**config.mk**
```make
export PLATFORM = sky130hd
export DESIGN_NAME = seq_mult32_flat
export DESIGN_NICKNAME = d
export VERILOG_FILES = /design/src/rtl/seq_mult32_if.sv /design/src/rtl/seq_mult32.sv /design/src/flat_wrapper.sv
export SDC_FILE = /design/constraint.sdc
export NUM_CORES = 1
export LEC_CHECK = 0
export BUFFER_PORTS_ARGS = -buffer_cell sky130_fd_sc_hd__clkbuf_2
export CAP_MARGIN = 20
export CORE_UTILIZATION = 30
export CTS_BUF_LIST = sky130_fd_sc_hd__clkbuf_4 sky130_fd_sc_hd__clkbuf_8
export DETAILED_ROUTE_END_ITERATION = 10
export GPL_TIMING_DRIVEN = 1
export SLEW_MARGIN = 30
export SYNTH_ARGS = -nofsm -noshare
export SYNTH_HDL_FRONTEND = slang
export SYNTH_SLANG_ARGS = --single-unit
export TNS_END_PERCENT = 1
```
**constraint.sdc**
```tcl
create_clock -name clk -period 7.1 [get_ports clk]
set_input_delay 1.42 -clock clk [delete_from_list [all_inputs] [get_ports clk]]
set_output_delay 1.42 -clock clk [all_outputs]
set_load 0.01 [all_outputs]
```
**src/rtl/seq_mult32_if.sv**
```systemverilog
// seq_mult32_if: start/operand/result bundle for the sequential multiplier.
//   start    requester -> multiplier   begin an operation (honoured only when idle)
//   a, b     requester -> multiplier   multiplicand / multiplier operands
//   busy     multiplier -> requester   operation in progress
//   done     multiplier -> requester   one-cycle pulse, product valid
//   product  multiplier -> requester   a*b, held until the next accepted start
interface seq_mult32_if #(
   parameter int WIDTH = 32
);
   logic                 start;
   logic [WIDTH-1:0]     a;
   logic [WIDTH-1:0]     b;
   logic                 busy;
   logic                 done;
   logic [2*WIDTH-1:0]   product;

   modport master (
      output start, a, b,
      input  busy, done, product
   );

   modport slave (
      input  start, a, b,
      output busy, done, product
   );
endinterface

```
**src/rtl/seq_mult32.sv**
```systemverilog
// seq_mult32: unsigned shift-and-add multiplier, one partial product per clock.
// A fixed 64-bit ripple-carry adder (rca64) sums the accumulator and the shifted
// multiplicand every RUN cycle; the multiplier registers its sum.
//   clk      clock, all state changes on the rising edge
//   rst      synchronous, active-high reset
//   mIf      slave side of seq_mult32_if (start, a, b -> busy, done, product)
// Parameters: WIDTH (only 32 is meaningful, the adder is fixed at 64 bits),
//             EARLY_EXIT (1 = stop once the remaining multiplier bits are zero).
//
// state | meaning
// IDLE  | waiting for start; product holds the last result
// RUN   | one shift-and-add iteration per clock

module rca64 (
   input  logic [63:0] a,
   input  logic [63:0] b,
   input  logic        carryInput,
   output logic [63:0] sum,
   output logic        carryOutput
);
   assign {carryOutput, sum} = {1'b0, a} + {1'b0, b} + {64'b0, carryInput};
endmodule

module seq_mult32 #(
   parameter int WIDTH      = 32,
   parameter int EARLY_EXIT = 0
) (
   input  logic          clk,
   input  logic          rst,
   seq_mult32_if.slave   mIf
);
   localparam int CW = $clog2(WIDTH);

   typedef enum logic {IDLE, RUN} state_t;

   state_t               state, stateNext;
   logic [2*WIDTH-1:0]   mcand;
   logic [WIDTH-1:0]     mplier;
   logic [2*WIDTH-1:0]   acc;
   logic [CW-1:0]        cnt;
   logic [2*WIDTH-1:0]   productReg;
   logic                 doneReg;
   logic [63:0]          sum;
   logic                 carryOut;
   logic                 finish;
   logic [2*WIDTH-1:0]   accNext;

   rca64 uAdder (
      .a           (acc),
      .b           (mcand),
      .carryInput  (1'b0),
      .sum         (sum),
      .carryOutput (carryOut)
   );

   // Last iteration: fixed count, or (optionally) no set multiplier bits left above bit 0.
   always_comb begin
      finish  = 1'b0;
      accNext = acc;
      if (mplier[0]) begin
         accNext = sum;
      end
      if (cnt == CW'(WIDTH - 1)) begin
         finish = 1'b1;
      end
      if ((EARLY_EXIT != 0) && (mplier[WIDTH-1:1] == '0)) begin
         finish = 1'b1;
      end
   end

   always_comb begin
      stateNext = state;
      case (state)
         IDLE: if (mIf.start) stateNext = RUN;
         RUN:  if (finish)    stateNext = IDLE;
         default: stateNext = IDLE;
      endcase
   end

   always_ff @(posedge clk) begin
      if (rst) begin
         state <= IDLE;
      end else begin
         state <= stateNext;
      end
   end

   always_ff @(posedge clk) begin
      if (rst) begin
         mcand      <= '0;
         mplier     <= '0;
         acc        <= '0;
         cnt        <= '0;
         productReg <= '0;
         doneReg    <= 1'b0;
      end else begin
         doneReg <= 1'b0;
         case (state)
            IDLE: begin
               if (mIf.start) begin
                  mcand  <= {{WIDTH{1'b0}}, mIf.a};
                  mplier <= mIf.b;
                  acc    <= '0;
                  cnt    <= '0;
               end
            end
            RUN: begin
               acc    <= accNext;
               mcand  <= mcand << 1;
               mplier <= mplier >> 1;
               cnt    <= cnt + 1'b1;
               if (finish) begin
                  productReg <= accNext;
                  doneReg    <= 1'b1;
               end
            end
            default: ;
         endcase
      end
   end

   // The accumulator can never exceed 64 bits for 32-bit operands.
   always_ff @(posedge clk) begin
      if (!rst && state == RUN) begin
         assert (!carryOut);
      end
   end

   assign mIf.busy    = (state == RUN);
   assign mIf.done    = doneReg;
   assign mIf.product = productReg;
endmodule

```
**src/flat_wrapper.sv**
```systemverilog
// flat-port wrapper written by rule: the top's interface ports become plain ports
module seq_mult32_flat 
#(
   parameter int WIDTH      = 32,
   parameter int EARLY_EXIT = 0
)
  (clk, rst, mIf_start, mIf_a, mIf_b, mIf_busy, mIf_done, mIf_product);
  seq_mult32_if #(.WIDTH(WIDTH)) mIf_i ();
  input  logic clk;
  input  logic rst;
  input wire logic [$bits(mIf_i.start)-1:0] mIf_start;
  input wire logic [$bits(mIf_i.a)-1:0] mIf_a;
  input wire logic [$bits(mIf_i.b)-1:0] mIf_b;
  output wire logic [$bits(mIf_i.busy)-1:0] mIf_busy;
  output wire logic [$bits(mIf_i.done)-1:0] mIf_done;
  output wire logic [$bits(mIf_i.product)-1:0] mIf_product;
  assign mIf_i.start = mIf_start;
  assign mIf_i.a = mIf_a;
  assign mIf_i.b = mIf_b;
  assign mIf_busy = mIf_i.busy;
  assign mIf_done = mIf_i.done;
  assign mIf_product = mIf_i.product;
  seq_mult32 #(.WIDTH(WIDTH), .EARLY_EXIT(EARLY_EXIT)) u_core (.clk(clk), .rst(rst), .mIf(mIf_i));
endmodule
```
* Yosys cells after proc, flatten, opt, wreduce, memory -nomap -nowiden
Index checks and enable logic that the tools add are counted.
Word-level totals: output and inout bits 66, register bits 231, logic and storage cells 28
Cells by class: equal/unequal tests 2, multiplexer cells 14, bitwise logic cells 1, add/sub/neg operators 2, reductions and logical operators 2
Operators with widths (number):
- 64-bit one-hot mux with 2 select lines | 2
- 64-bit 2-to-1 mux | 3
- 64-bit adder | 1
- 32-bit one-hot mux with 2 select lines | 1
- 32-bit 2-to-1 mux | 1
- 5-bit one-hot mux with 2 select lines | 1
- 5-bit by 1-bit adder with 5-bit output, second input constant | 1
- 5-bit equality test, second input constant | 1
- 5-bit 2-to-1 mux | 1
- 1-bit 2-to-1 mux | 4
- 2-bit != test, second input constant | 1
- 1-bit one-hot mux with 2 select lines | 1
- 2-bit AND reduction | 1
- 2-bit OR reduction | 1
- 1-bit inverter | 1

* Depth between registers and ports, before layout
Gate-level depths: netlist (run 1).
word-level depth 4, gate-level depth with buffers 13

* Modules after synthesis
Synthesis (run 1) repeated with hierarchy kept, for this count alone.
Unflattened totals: cells, all modules 1518, area, all modules 13407.9 µm²
Modules (own cells, without submodules):
- seq_mult32 | area each 9535.4 µm², times used 1, cells an instance 953, seq. area each 4624.4 µm²
- rca64 | area each 3872.5 µm², times used 1, cells an instance 565, seq. area each 0.0 µm²

* Worst setup path after synthesis (run 1)
OpenSTA, ideal clock, no wires.
path kind input -> register, from input port mIf_start, to register u_core.mcand[28], setup slack 4.102 ns, buffers on the path 3, arrival time 2.871 ns, cell stages on the path 7, library setup time 0.128 ns, path through clkbuf_1 -> buf_1 -> buf_1 -> mux2i_1 -> nor2_1 -> a21oi_1 -> nor2_1
On the way: word-level cells in the longest chain between the ends 1
Ends and longest elaborated chain:
- from (decl) | line flat_wrapper.sv:11 | input wire logic [$bits(mIf_i.start)-1:0] mIf_start;
- 2-bit != test (no line)
- to (signal assigned) | line seq_mult32.sv:101 | mcand <= {{WIDTH{1'b0}}, mIf.a};
- to (signal assigned) | line seq_mult32.sv:109 | mcand <= mcand << 1;
- to (decl) | line seq_mult32.sv:37 | logic [2*WIDTH-1:0] mcand;
No other way between the ends. A chain may end at the register's enable or synchronous reset.

* Worst setup path in the final report (run 1)
from register u_core.mcand[0], to register u_core.productReg[60] (netlist: u_core.mIf.product[60])
On the way: word-level cells in the longest chain between the ends 2
Ends and longest elaborated chain:
- 64-bit adder | line seq_mult32.sv:21 | assign {carryOutput, sum} = {1'b0, a} + {1'b0, b} + {64'b0, carryInput};
- 64-bit 2-to-1 mux | line seq_mult32.sv:60 | if (mplier[0]) begin
- to (signal assigned) | line seq_mult32.sv:113 | productReg <= accNext;
- to (decl) | line seq_mult32.sv:41 | logic [2*WIDTH-1:0] productReg;
No other way between the ends.

==> results of run 1 <==
## critical path, delay by kind of cell (launching register included)
family | cells | cell delay, ns
AOI/OAI and AO/OA | 8 | 2.06
adders and majority gates | 2 | 0.58
DFF | 1 | 0.36
and+or+nand+nor | 1 | 0.18
muxes | 1 | 0.16
buffers and inverters | 1 | 0.06
## flip-flops by register name, indices dropped and copies added, names as in the netlist
signal / flops
u_core.mIf.busy: 1
u_core.acc: 64
u_core.mIf.product: 64
u_core.cnt: 5
u_core.mcand: 64
u_core.mplier: 32
u_core.mIf.done: 1
## cells by family (layout without fill, tap and decap cells)
kind of cell / count (synthesis) / in the layout
compound gates: 467 / 467
buf+inv: 142 / 235
flops: 231 / 231
mux: 110 / 110
xor+xnor: 56 / 56
fa+ha+maj: 66 / 66
simple gates: 552 / 552
## final cells by class
cell class                 count  area share, %
clock inverter                 6          0.421
tap                          585           4.82
timing repair buffer         147           5.34
inverter                      15          0.371
clock buffer                  67           5.29
sequential                   231           30.5
multi-input combinational   1251           53.2
## where the power goes
| group | switching, mW | internal, mW |
|---|---|---|
| clock network | 0.575 | 0.752 |
| registers | 0.0272 | 1.32 |
| logic | 0.150 | 0.0877 |
## through the flow
step	hold slack (ns)	instances
detailed placement	0.444	2227
floorplan	0.454	1624
global placement	0.440	2226
CTS	0.452	2300
finish	0.447	2302
global route	0.472	2302
## path summary, 6_finish.rpt
path                                  startpoint                                  end  slack [ns]  depth (start not counted)
max reg2reg         u_core.mcand[0]$_SDFFE_PP0P_  u_core.mIf.product[60]$_SDFFE_PP0P_        3.58                         13
min          u_core.mIf.product[56]$_SDFFE_PP0P_  u_core.mIf.product[56]$_SDFFE_PP0P_        0.45                          2
min reg2reg  u_core.mIf.product[56]$_SDFFE_PP0P_  u_core.mIf.product[56]$_SDFFE_PP0P_        0.45                          2
max                 u_core.mcand[0]$_SDFFE_PP0P_  u_core.mIf.product[60]$_SDFFE_PP0P_        3.58                         13
## cell usage after synthesis, types with 14 or more instances
cell,instances,area [um^2]
o21ai_0,81,405
dfxtp_1,231,4620
nor3_1,20,100
xnor2_1,32,280
ha_1,65,813
nor2_1,251,942
a22oi_1,14,105
xor2_1,23,201
buf_2,20,100
and3_1,64,400
a21o_1,41,308
o21ba_2,19,190
nand4_1,30,188
a22o_1,24,210
nand3_1,29,145
clkbuf_1,92,345
a21oi_1,180,901
mux2i_1,109,1090
nand2_1,112,420
## per-layer routing
metal	vias to the layer above	global-route usage (%)	routed length, um
met5	-	0	0
met4	0	5.95	921
met3	59	3.72	2210
met2	292	27.3	17500
met1	5591	22.4	18000
li1	5936	-	-
==> impl_results.md, run 1 <==
* Status: completed
* Core area at 0.0433 mm^2
* Io pins at 133
* Final setup violation count at 0
* Mean Syn Cell Area at 8.15 um^2
* Port bufs at about 130
* Root Buffer: clkbuf_8
* Crit Path Max Fanout at 3
* Most frequent cells in the layout: nor2_1 (250), dfxtp_1 (229), a21oi_1 (179), clkbuf_2 (130), nand2_1 (112)
* DRT iter0 DRCs at roughly 800
* Largest family of logic cells by synthesized area: compound AO/OA/AOI/OAI gates
* Fraction of registers with async set/reset at 0%
* Via/cell ratio at 5.16
* First-pass GRT wire length at 61,700 um
* Initial antenna violation count at 0
* CTS tree: done
* Tcrit/Tclk final at between 40% and 50%
* Area of the multi-input gates at around 0.008 mm^2
* Worst Setup End Kind: register
* Commonest non-fill, non-tap cell in the layout: nor2_1
* Post-CTS Setup Inserts at 0
* Fmax at 0.284 GHz
* DIE HEIGHT at 212 um
* Post-CTS Resized at 0
* Final cell utilization of the core at 35.1%
* Post-route design area at 0.0152 mm^2
* Synthesized instance count at 1,624
* CTS max path bufs at 3
* Antenna diodes at 0
* Routed vias at 11,900
* Total track usage at around 17%
* Layout Nets at around 1,800
* Cts bufs inserted at 43
* Post-synthesis sequential area ratio at 34.9%
* Leak pwr at 6.71 nW
* DP HPWL at 27,300 um
* Clock sink count at 231
* Clock Latency Late Sink at 0.61 ns
* Post-route ant nets at 0
* Layout cells sized above 1 at between 15 and 20%
* Slew Viols, Final at 0
* Setup TNS at 0 ns
* Pwr dens at 192 mW/mm^2
* Hold-fix buffer count after cts at 0
* Max incr delay on CP at between 0.4 and 0.5 ns
* Starting Density at 30.6%
* Setup Crit Path Kind: register to register
* Final Hold Violating Endpoints at 0
* Wirelength, routed at 38,600 um
* DP Worst Slack at 3.32 ns
* DR pass1 iterations at 5
* Sequential cell area at 0.00463 mm^2
* Required time worst endpoint at around 7.6 ns
* CP Cell Sequence: ha_1 -> inv_1 -> fa_1 -> nand2b_1 -> a21oi_1 -> o211ai_2 -> a211oi_1 -> o21a_1 -> a311oi_2 -> o21ai_1 -> a41oi_2 -> mux2i_1 -> a211o_1
* Type of origin of the critical path: register
* Placed Area at 0.0143 mm^2
* Distinct cells, synth at 80
* GRT overflow at 0
* DIE AREA at 0.0450 mm^2
* Simple logic cell fraction of the synthesized area at 19.1%
* Final GP Congestion at slightly above 0.9
* Synth Area in XOR/XNOR at roughly 3.8%
* H-tree Lvls at 2
* Final worst path period need at 3.52 ns
* Number of enable flip-flop cells after synthesis at 0
* Total of max-cap violations at 0
* Area growth from synthesis to layout at 14.6%
* Synthesized area at 0.0132 mm^2
* Rows at 76
* Filler Cell Count at ~4,500
* RSZ-0062 raised after global routing: no
* Clock skew at 0.0227 ns
* Synth Area in Adders at 6.29%
* Worst Max-Slew Pin Slew at 0.978 ns
* Horiz. Die Dim at 212 um
* Syn. warnings at 0
* Drt drc at 0
* Compound-cell area share of the yosys netlist at 23.4%
* Total Power at 2.91 mW
* Post-synthesis net count at 1,757
* Avg WL per Cell at 16.8 um
* Synth Flop Type: dfxtp_1
* Mux cell area share after synthesis at between 8 and 9%
* Largest net degree at the start of global routing at 84
* Worst setup margin at 3.58 ns
* Slew HR at around a third
* Slowest cell on the critical path: a211oi_1
* Clk slew on worst S/H paths at 0.06 ns
* Maximum vdd drop at 0.145 mV
* #FFs+latches synth at 231
* Crit path DAT at 4.02 ns
* Type of the worst min-delay path: register to register
* Vias in the first global route at 11,300
(Power assumes the default switching activity.)
==> inputs of run 2 (changes only) <==
- clock period: 7.1 -> 2.8 ns (I/O delays scaled with it)
==> impl_results.md, run 2 (synthesis results as in run 1) <==
* Status: finished with violations
* Failing checks: negative setup slack
* Hold-fix buffer count after cts at 0
* H-tree Lvls at 2
* Final worst path period need at 2.96 ns
* GRT overflow at 0
* Worst r2r dst: u_core.acc[57]$_SDFFE_PP0P_
* DR pass1 iterations at 5
* Starting Density at 30.6%
* Crit path DAT at 3.46 ns
* Horiz. Die Dim at 212 um
* Clk pwr share at 47.3%
* Core area at roughly 0.043 mm^2
* Crit Path Max Fanout at 5
* Clock Latency Late Sink at slightly above 0.6 ns
* Worst Hold Depth at 3
* Cells on worst reg2reg path at 13
* Layout cells sized above 1 at between 20 and 30%
* Clock skew at 0.0384 ns
* Type of the worst min-delay path: input pin to register
* DRT iter0 DRCs at 758
* Worst setup margin at -0.156 ns
* Setup Crit Path Kind: register to register
* Placed insts at ~2,400
* Io pins at 133
* Vias in the first global route at 12,400
* Finished Layout Cells at between 2,000 and 3,000
* Area growth from synthesis to layout at 31.1%
* Slew Viols, Final at 0
* Most frequent cells in the layout: nor2_1 (249), buf_4 (229), dfxtp_1 (215), a21oi_1 (171), clkbuf_2 (130)
* Routed vias at 12,800
* Via/cell ratio at between 5 and 6
* Required time worst endpoint at 3.30 ns
* Final setup violation count at 21
* Setup TNS at -1.11 ns
* Avg WL per Cell at 16.4 um
* Fmax at 0.338 GHz
* Worst Setup End Kind: register
* Wirelength, routed at 41,400 um
* Maximum vdd drop at 0.317 mV
* Rows at 76
* Leak pwr at 7.92 nW
* Layout Nets at 2,042
* Worst Max-Slew Pin Slew at between 0.9 and 1 ns
* DIE AREA at 0.0450 mm^2
* CTS tree: done
* Post-route ant nets at 0
* Filler Cell Count at 4,377
* Largest net degree at the start of global routing at 86
* Clk slew on worst S/H paths at 0.06 ns
* Pwr dens at 455 mW/mm^2
* Int Power at 5.90 mW
* Initial antenna violation count at 0
* Seq pwr share at 43.3%
* Type of origin of the critical path: register
* CTS max path bufs at 3
* Total Power at ~7.9 mW
* Switching Fraction at about a quarter
* Drt drc at 0
* Clock sink count at between 200 and 250
* DP HPWL at 29,500 um
* Commonest non-fill, non-tap cell in the layout: nor2_1
* Final GP Congestion at approximately 0.91
* Antenna diodes at 0
* Slew HR at 38.6%
* Hold Crit Endpoint: u_core.mplier[31]$_SDFFE_PP0P_
* Final cell utilization of the core at 40.1%
* Root Buffer: clkbuf_8
* Final Hold Violating Endpoints at 0
* Port bufs at 132
* RSZ-0062 raised after global routing: yes
* Total of max-cap violations at 0
* Min-delay src: mIf_b[31]
* First-pass GRT wire length at 65,700 um
* Tcrit/Tclk final at 106%
* Total track usage at 18.3%
* Cts bufs inserted at 44
* Critical R2R Launch: u_core.mcand[19]$_SDFFE_PP0P_
* DIE HEIGHT at 212 um
* Switch Pwr at 2.00 mW
* Worst R2R Setup Slack at -0.16 ns
* Comb pwr share at 9.4%
## run 2: metrics by stage
stage | hold WS, ns | area (um^2) | setup slack, ns
2_1_floorplan | 0.454 | 13300 | -0.0288
3_3_place_gp | 0.438 | 15900 | -0.241
3_5_place_dp | 0.442 | 15900 | -0.302
4_1_cts | 0.258 | 17100 | -0.185
5_1_grt | 0.297 | 17400 | -0.231
6_report | 0.306 | 17400 | -0.156
## run 2: how the worst max path moves through the flow
stage | from | endpoint
after floorplan | u_core.mcand[48]$_SDFFE_PP0P_ | u_core.acc[63]$_SDFFE_PP0P_
after global placement | u_core.acc[0]$_SDFFE_PP0P_ | u_core.mIf.product[60]$_SDFFE_PP0P_
after detailed placement | u_core.mcand[0]$_SDFFE_PP0P_ | u_core.mIf.product[60]$_SDFFE_PP0P_
after CTS | u_core.mcand[3]$_SDFFE_PP0P_ | u_core.acc[63]$_SDFFE_PP0P_
after global routing | u_core.acc[18]$_SDFFE_PP0P_ | u_core.acc[57]$_SDFFE_PP0P_
final | u_core.mcand[19]$_SDFFE_PP0P_ | u_core.acc[57]$_SDFFE_PP0P_
## run 2: critical path, stage by stage (launching register included)
cell and delay (ns):
dfxtp_1 0.36, ha_4 0.28, nand4_1 0.15, or2_4 0.31, a2111oi_4 0.31, a211o_2 0.21, nor2_4 0.05, o31a_4 0.30
o31ai_4 0.22, buf_6 0.16, o31ai_4 0.09, buf_4 0.16, xnor2_1 0.12, a22o_1 0.17
## run 2: power by group through the flow
stage,logic [mW],registers (mW),clock network [mW]
4_1_cts,0.741,3.42,3.84
3_3_place_gp,0.716,3.48,0
6_report,0.739,3.42,3.74
2_1_floorplan,0.455,3.46,0
5_1_grt,0.812,3.42,3.99
3_5_place_dp,0.731,3.48,0
## run 2: repair_timing
action / CTS / global route
gates cloned: 0 / 0
pin swaps: 31 / 33
setup endpoints to repair: 68 / 81
gates resized for setup: 36 / 37
setup buffers: 7 / 8
## run 2: layout make-up
type	count	area (um^2)	share of cell area, %
clock buffers	64	812	4.68
clock inverters	12	166	0.959
inverters	15	56.3	0.324
multi-input cells	1251	8460	48.7
flip-flops and latches	231	4650	26.8
well taps	585	732	4.22
repair buffers	366	2480	14.3
## run 2: metal layers
| metal | global-route usage [%] | wire [um] | vias to the layer above |
|---|---|---|---|
| met4 | 7.77 | 1340 | 0 |
| met2 | 29.9 | 19100 | 303 |
| met5 | 0 | 0 | - |
| met1 | 22.9 | 18400 | 6006 |
| li1 | - | - | 6383 |
| met3 | 4.14 | 2460 | 83 |
==> inputs of run 3 (changes only) <==
- CORE_UTILIZATION: 30 -> 40
==> impl_results.md, run 3 (synthesis results as in run 1) <==
* Vias in the first global route at 12,300
* Final setup violation count at 8
* Routed vias at 12,600
* DRT iter0 DRCs at 647
* Pwr dens at 435 mW/mm^2
* Clk slew on worst S/H paths at about 0.060 ns
* Met1 usage at 30.1%
* M3 GR Usage at 5.01%
* Worst Max-Slew Pin Slew at roughly 0.81 ns
* Antenna diodes at 0
* Worst Setup End Kind: register
* Layer with the highest usage: met2
* Total of max-cap violations at 0
* Filler Cell Count at 3,173
* Crit path DAT at between 3 and 4 ns
* Largest delay contributor family on the critical path: compound AO/OA/AOI/OAI gates
* Clock skew at 0.0237 ns
* Failing checks: negative setup slack
* Root Buffer: clkbuf_8
* Final Hold Violating Endpoints at 0
* Io pins at 133
* Layout cells sized above 1 at 28.6%
* Fmax at 0.347 GHz
* CP Cell Sequence: buf_4 -> ha_1 -> a21o_1 -> nand3_2 -> a21oi_2 -> o41a_4 -> o31ai_4 -> nand2_2 -> a31o_2 -> xnor2_2 -> or3_1 -> a21oi_2
* Hold-fix buffer count after cts at 0
* Type of the worst min-delay path: input pin to register
* Status: finished with violations
* Tcrit/Tclk final at 103%
* Most frequent cells in the layout: nor2_1 (250), buf_4 (225), dfxtp_1 (219), a21oi_1 (173), clkbuf_2 (130)
* First-pass GRT wire length at 63,700 um
* Core area at 0.0325 mm^2
* Clock sink count at 231
* Area growth from synthesis to layout at 28.1%
* DIE HEIGHT at 184 um
* Final cell utilization of the core at 52.1%
* Commonest non-fill, non-tap cell in the layout: nor2_1
* Final GP Congestion at 0.893
* Leak pwr at 7.80 nW
* Most frequent CP cell: a21oi_2
* RSZ-0062 raised after global routing: yes
* Worst setup margin at -0.0859 ns
* Crit Path Max Fanout at 3
* Drt drc at 0
* DP Worst Slack at -0.333 ns
* WP buf/inv at 1
* Met2 GRT Util at 39.5%
* H-tree Lvls at 2
* Post-route ant nets at 0
* DR pass1 iterations at 5
* Maximum vdd drop at 0.291 mV
* Starting Density at 40.7%
* Type of origin of the critical path: register
* Clock Latency Late Sink at between 0.5 and 0.6 ns
* GRT overflow at 0
* Final worst path period need at 2.89 ns
* Avg WL per Cell at 16.7 um
* Wirelength, routed at 39,700 um
* Initial antenna violation count at 0
* Port bufs at 132
* Via/cell ratio at 5.32
* Horiz. Die Dim at 184 um
* Slew Viols, Final at 0
* Layout Nets at 2,032
* CTS max path bufs at 3
* Required time worst endpoint at 3.29 ns
* Cts bufs inserted at 42
* Total track usage at around a quarter
* Slowest cell on the critical path: o41a_4
* Slew HR at around 46%
* Largest net degree at the start of global routing at 139
* CTS tree: done
* Max incr delay on CP at 0.40 ns
* Final hold slack at 0.287 ns
* Rows at 66
* Setup Crit Path Kind: register to register
* DP HPWL at 28,400 um
* DIE AREA at 0.0338 mm^2
run 3: changes by cell type in the layout (fill, tap and decap cells not counted), sizes merged:
cell,delta
clkbuf,-2
buf,-8
bufinv,-4
inv,+1
clkinvlp,+1
run 3: routing by layer:
metal  vias to the layer above  wire length, um
met4                         0              675
met2                       310            18500
met3                        55             2210
met5                         -                0
met1                      5889            18300
li1                       6359                -
run 3: path summary, 6_finish.rpt:
check | start | endpoint | slack [ns] | cells past startpoint
hold / removal | mIf_b[31] | u_core.mplier[31]$_SDFFE_PP0P_ | 0.29 | 3
setup / recovery | u_core.acc[1]$_SDFFE_PP0P_ | u_core.acc[63]$_SDFFE_PP0P_ | -0.09 | 12
hold reg to reg | u_core.mIf.product[33]$_SDFFE_PP0P_ | u_core.mIf.product[33]$_SDFFE_PP0P_ | 0.45 | 2
setup reg to reg | u_core.acc[1]$_SDFFE_PP0P_ | u_core.acc[63]$_SDFFE_PP0P_ | -0.09 | 12
run 3: tightest hold or removal path: cells and delay by family:
| family | cells | cell delay (ns) |
|---|---|---|
| buffers and inverters | 1 | 0.07 |
| multiplexers | 1 | 0.05 |
| AND/OR/NAND/NOR | 1 | 0.11 |
run 3: final cells by class:
cell class              instances  area, um^2  share of cell area, %
clock inverters                10        58.8                  0.347
multi-input cells            1251        8480                   50.0
flip-flops and latches        231        4640                   27.4
clock buffers                  62         772                   4.55
inverters                      15        56.3                  0.332
well taps                     442         553                   3.26
repair buffers                358        2390                   14.1
run 3: report_power, final:
| part | internal, mW | switching [mW] | total (mW) |
|---|---|---|---|
| Sequential | 3.35 | 0.0593 | 3.41 |
| Clock | 1.77 | 1.45 | 3.21 |
| Combinational | 0.322 | 0.429 | 0.751 |
run 3: repair_timing:
| item | CTS | global route |
|---|---|---|
| resized for setup | 48 | 35 |
| setup endpoints to repair | 62 | 71 |
| setup buffers | 3 | 0 |
| pin swaps | 16 | 9 |
run 3: through the flow:
stage	area (um^2)	setup TNS, ns	power [mW]	cells
floorplan	13300	-0.0348	3.91	1624
global placement	15700	-4.47	4.20	2294
detailed placement	15700	-7.87	4.21	2294
CTS	16900	-0.338	7.46	2369
global route	17000	-3.25	7.72	2369
finish	17000	-0.302	7.38	2369
